`src/rtl/imem_load_fetch_ctrl_pkg.sv`:
```
// Shared definitions for the instruction-memory load/fetch controller:
// the instruction word layout and the controller state encoding.
package imem_load_fetch_ctrl_pkg;

   // 32-bit instruction word with the RISC-V style field breakdown.
   typedef struct packed {
      logic [6:0] funct7;
      logic [4:0] rs2;
      logic [4:0] rs1;
      logic [2:0] funct3;
      logic [4:0] rd;
      logic [6:0] opcode;
   } instruction_s;

   // Boot flow states, exported so trace/debug logic can decode them.
   typedef enum logic [1:0] {
      S_IDLE = 2'd0,
      S_LOAD = 2'd1,
      S_RUN  = 2'd2
   } imem_ctrl_state_e;

endpackage

```
`src/rtl/imem_load_fetch_ctrl.sv`:
```
// Owns the single-port instruction memory and arbitrates its one port
// between the host program loader (writes) and the core fetch unit (reads).
// Boot flow: idle -> program load -> run; the core is gated by core_run_o.
module imem_load_fetch_ctrl
   import imem_load_fetch_ctrl_pkg::*;
#(
   parameter int unsigned addr_width_p = 10
) (
   input  logic                    clk,
   input  logic                    reset_n_i,
   // host program loader
   input  logic                    load_start_i,
   input  logic [addr_width_p-1:0] load_base_i,
   input  logic                    load_valid_i,
   input  instruction_s            load_instr_i,
   input  logic                    load_last_i,
   output logic                    load_ready_o,
   output logic                    load_err_o,
   // core fetch unit
   output logic                    core_run_o,
   input  logic                    fetch_req_i,
   input  logic [addr_width_p-1:0] fetch_addr_i,
   output logic                    fetch_gnt_o,
   output logic                    fetch_rvalid_o,
   output instruction_s            fetch_instr_o,
   // instruction memory port
   output logic [addr_width_p-1:0] mem_addr_o,
   output logic                    mem_wen_o,
   output instruction_s            mem_instr_o,
   input  instruction_s            mem_instr_i
);

   // Word count is one bit wider than the address so it can reach depth.
   localparam logic [addr_width_p:0] c_depth      = {1'b1, {addr_width_p{1'b0}}};
   localparam logic [addr_width_p:0] c_last_count = c_depth - 1'b1;

   imem_ctrl_state_e        r_state, w_state_next;
   logic [addr_width_p-1:0] r_wptr, w_wptr_next;
   logic [addr_width_p:0]   r_count, w_count_next;
   logic                    r_err, w_err_next;
   logic                    r_rvalid;
   logic [addr_width_p-1:0] r_mem_addr, w_mem_addr;
   logic                    w_load_ready;
   logic                    w_load_accept;
   logic                    w_run;
   logic                    w_fetch_gnt;

   // Next-state logic: boot sequencing, load pointer/count and error flag.
   always_comb begin
      // NOTE: every signal gets a default first so no path infers a latch.
      w_state_next = r_state;
      w_wptr_next  = r_wptr;
      w_count_next = r_count;
      w_err_next   = r_err;
      w_load_ready = 1'b0;
      w_run        = 1'b0;

      if (load_start_i) begin
         // A start from any state (re)opens a load; nothing is accepted or
         // granted in the start cycle itself.
         w_state_next = S_LOAD;
         w_wptr_next  = load_base_i;
         w_count_next = '0;
         w_err_next   = 1'b0;
      end else begin
         case (r_state)
            S_IDLE: begin
               w_state_next = S_IDLE;
            end
            S_LOAD: begin
               w_load_ready = (r_count < c_depth);
               if (load_valid_i && w_load_ready) begin
                  // Pointer is address-wide, so it wraps past the top word.
                  w_wptr_next  = r_wptr + 1'b1;
                  w_count_next = r_count + 1'b1;
                  if (load_last_i) begin
                     w_state_next = S_RUN;
                  end else if (r_count == c_last_count) begin
                     // Memory is full and the loader still has not ended.
                     w_err_next   = 1'b1;
                     w_state_next = S_IDLE;
                  end
               end
            end
            S_RUN: begin
               w_run = 1'b1;
            end
            default: begin
               w_state_next = S_IDLE;
            end
         endcase
      end
   end

   assign w_load_accept = load_valid_i & w_load_ready;
   assign w_fetch_gnt   = w_run & fetch_req_i;

   // Memory port mux: loader write, fetch read, or hold the last address.
   always_comb begin
      w_mem_addr = r_mem_addr;
      if (w_load_accept) begin
         w_mem_addr = r_wptr;
      end else if (w_fetch_gnt) begin
         w_mem_addr = fetch_addr_i;
      end
   end

   // Controller registers; rvalid trails the grant by exactly one cycle.
   always_ff @(posedge clk or negedge reset_n_i) begin
      if (!reset_n_i) begin
         r_state    <= S_IDLE;
         r_wptr     <= '0;
         r_count    <= '0;
         r_err      <= 1'b0;
         r_rvalid   <= 1'b0;
         r_mem_addr <= '0;
      end else begin
         // NOTE: non-blocking assignments so every register samples pre-edge values.
         r_state    <= w_state_next;
         r_wptr     <= w_wptr_next;
         r_count    <= w_count_next;
         r_err      <= w_err_next;
         r_rvalid   <= w_fetch_gnt;
         r_mem_addr <= w_mem_addr;
      end
   end

   assign load_ready_o   = w_load_ready;
   assign load_err_o     = r_err;
   assign core_run_o     = w_run;
   assign fetch_gnt_o    = w_fetch_gnt;
   assign fetch_rvalid_o = r_rvalid;
   // Memory output is already registered, so it goes straight to fetch.
   assign fetch_instr_o  = mem_instr_i;
   assign mem_addr_o     = w_mem_addr;
   assign mem_wen_o      = w_load_accept;
   assign mem_instr_o    = load_instr_i;

endmodule

```
`config.mk`:
```
export PLATFORM = sky130hd
export DESIGN_NAME = imem_load_fetch_ctrl
export DESIGN_NICKNAME = d
export VERILOG_FILES = /design/src/rtl/imem_load_fetch_ctrl_pkg.sv /design/src/rtl/imem_load_fetch_ctrl.sv
export SDC_FILE = /design/constraint.sdc
export NUM_CORES = 1
export LEC_CHECK = 0
export ABC_AREA = 1
export CORE_ASPECT_RATIO = 1.25
export CORE_MARGIN = 3
export CORE_UTILIZATION = 35
export CTS_CLUSTER_SIZE = 12
export DETAILED_ROUTE_END_ITERATION = 8
export PLACE_DENSITY = 0.91
export SYNTH_ARGS = -nofsm -noshare
export SYNTH_HDL_FRONTEND = slang
export SYNTH_SLANG_ARGS = --single-unit
```
`constraint.sdc`:
```
create_clock -name clk -period 1.6 [get_ports clk]
set_clock_uncertainty 0.2 [all_clocks]
set_input_delay 0.16 -clock clk [delete_from_list [all_inputs] [get_ports clk]]
set_output_delay 0.16 -clock clk [all_outputs]
set_load 0.01 [all_outputs]
```
==> metrics.csv <==
metric;value;unit
crit path kind;reg -> out;
worst vdd ir;0.7400;mV
Yosys top cell by area;dfrtp_1;
layout cells sized above 1;0.3735;
crit path cell chain;buf_6 -> nand2_4 -> nor2_4 -> nand2_4 -> buf_6 -> nor2_4 -> a31oi_4 -> buf_6;
failing checks;setup timing;
Tot Pwr;0.002806;W
FMAX;486.0;MHz
Slew HR;0.7901;
pin count of the biggest net entering global routing;36;
Leakage;1.467;nW
Sw Pwr;0.0009154;W
setup violators final;22;
sequential share of power;0.396;
worst path arrival time;1.70;ns
most frequent CP cell;buf_6;
Mapped Cells;315;
clk_lat worst skew;0.30;ns
post-place setup slack;-0.8434;ns
status;finished, violations left;
CP required;1.24;ns
footprint of the multi-input gates;1192;um^2
Layout area overhead;36.14;%
Initial Util;0.3730;
Worst Max-Slew Pin Slew;0.3146;ns
mapped cell area;2375;um^2
Syn. warnings;0;
Design Area, Final;3233;um^2
GRT Total Usage;0.1765;
Register Area;877.1;um^2
Root Driver;clkbuf_8;
dpl cells;403;
hold-fix buffers at CTS;0;
post-synthesis sequential area ratio;0.3688;
first-pass GRT wire length;10760;um
worst setup margin;-0.4576;ns
Synth area leaders;dfrtp_1 37%, buf_4 21%, nand2_1 10%;
DR DRC count;0;
routed wire length per instance;17.10;um
syn avg cell area;7.539;um^2
number of global-route vias before repair;2268;
core area;6366;um^2
Max-Cap Viols;0;
Inserted Diodes;0;
cts bufs inserted;5;
Clock transition at path regs;0.07;ns
maximum clock path buffer count;2;
Critical Path Sink Type;output port;
worst path bufs/invs;3;
class of the worst hold path;in -> async;
commonest non-fill, non-tap cells in the layout;49 x nand2_1, 34 x dfrtp_1, 26 x inv_1, 26 x clkdlybuf4s50_1, 26 x buf_4;
Clock power frac;0.258;
cell count of the worst reg-to-reg path;8;
CP peak stage delay;0.38;ns
initial antenna violation count;0;
final hold vios;0;
Yosys top cell area share;0.3688;
clock sinks;35;
fillers;508;
most common cell after layout, fill and taps aside;nand2_1;
1st-iter DRT viols;88;
Net Count, Synth;407;
max-slew violations;0;
DR vias/cell;5.144;
final std cells w/o fill;425;
Die Y;98.10;um
Placed Area;2639;um^2
H-Tree Depth;2;
Pint;0.001891;W
Routability Congestion;0.8586;
antenna-violating nets left;0;
power density over cell area;868.0;nW/um^2
Pre-Repair DR Iteration Count;4;
Period minus WS final;2.058;ns
Die Wd;79.68;um
Crit Path Max Fanout;8;
detailed placer's ending HPWL;4247;um
crit path launch type;flip-flop;
I/O Buffers;41;
CP max-delay cell;dfrtp_1;
global route total overflow;0;
WP depth;8;
routed vias;2186;
CTS tree;yes;
part of the power in combinational logic;0.346;
row count;32;
Sw Share;0.3262;
unrepaired setup endpoints after global routing;yes;
Nets;431;
Top delay family on crit path;simple AND/OR/NAND/NOR gates;
fin crit share;1.286;
final WL;7268;um
I/O pins;170;
Netlist cell types;26;
die area;7816;um^2
Synth Register Bits;35;
==> power by group through the flow <==
stage | clock, W | combinational [W] | sequential, W
CTS | 0.000726 | 0.000813 | 0.00109
finish | 0.000725 | 0.000970 | 0.00111
floorplan | 0 | 0.000465 | 0.00109
global placement | 0 | 0.000660 | 0.00108
detailed placement | 0 | 0.000684 | 0.00109
global route | 0.000768 | 0.00104 | 0.00112
==> flip-flops by register name (all words and copies together), names as in the netlist <==
signal and count:
r_state 2, r_mem_addr 10, r_wptr 10, fetch_rvalid_o 1
load_err_o 1, r_count 11
==> cells in the mapped netlist (all sizes together) <==
master,count
a21boi,1
a21oi,7
a22o,1
a22oi,5
a31oi,9
buf,70
clkbuf,1
dfrtp,35
ha,2
inv,30
nand2,69
nand3,12
nand4,8
nor2,43
o211ai,2
o21ai,14
o22ai,2
xnor2,1
xor2,3
==> layout make-up <==
| cell class | count | share of cell area |
|---|---|---|
| clock buffer | 8 | 0.03096 |
| inverter | 30 | 0.03793 |
| multi-input combinational | 181 | 0.3688 |
| sequential | 35 | 0.2713 |
| tap | 85 | 0.03289 |
| timing repair buffer | 86 | 0.2581 |
==> routing by layer <==
metal,global-route usage,wire (um)
met2,0.3080,3937
met1,0.1700,2303
met5,0,0
met4,0.1468,564
met3,0.04336,462
==> what timing repair did <==
action | 4_1_cts | 5_1_grt
cloned | 2 | 1
pin swaps | 17 | 16
gates resized for setup | 118 | 55
buffers inserted | 12 | 4
setup endpoints to repair | 22 | 40
==> per-stage QoR <==
stage               setup TNS (ns)    util  hold WS, ns
finish                      -5.250  0.5079      0.02720
global route                -6.868  0.5079      0.06028
CTS                         -4.768  0.4790      0.04792
detailed placement          -15.26  0.4145       0.1201
global placement            -14.20  0.4145       0.1201
floorplan                        0       -      -0.3356
==> cells by family (layout without fill, tap and decap cells) <==
| logic type | after synthesis | count (layout) | synth area share |
|---|---|---|---|
| and+or+nand+nor | 132 | 134 | 0.2350 |
| buffers and inverters | 101 | 124 | 0.2687 |
| AOI/OAI and AO/OA | 41 | 41 | 0.1022 |
| adders and majority gates | 2 | 2 | 0.01054 |
| xor gates and xnor gates | 4 | 4 | 0.01476 |
| DFF | 35 | 35 | 0.3688 |
==> worst paths after layout <==
path / startpoint / slack, ns / to
worst max-delay path: r_state[0] / -0.46 / mem_addr_o[2]
worst min-delay path: reset_n_i / 0.03 / load_err_o
worst max register to register: r_state[0] / -0.10 / r_wptr[0]
worst min register to register: load_err_o / 0.33 / load_err_o
max in group asynchronous: reset_n_i / 0.97 / r_wptr[1]
min in group clk: mem_instr_i[20] / 0.12 / fetch_instr_o[20]
(Power assumes the default switching activity.)
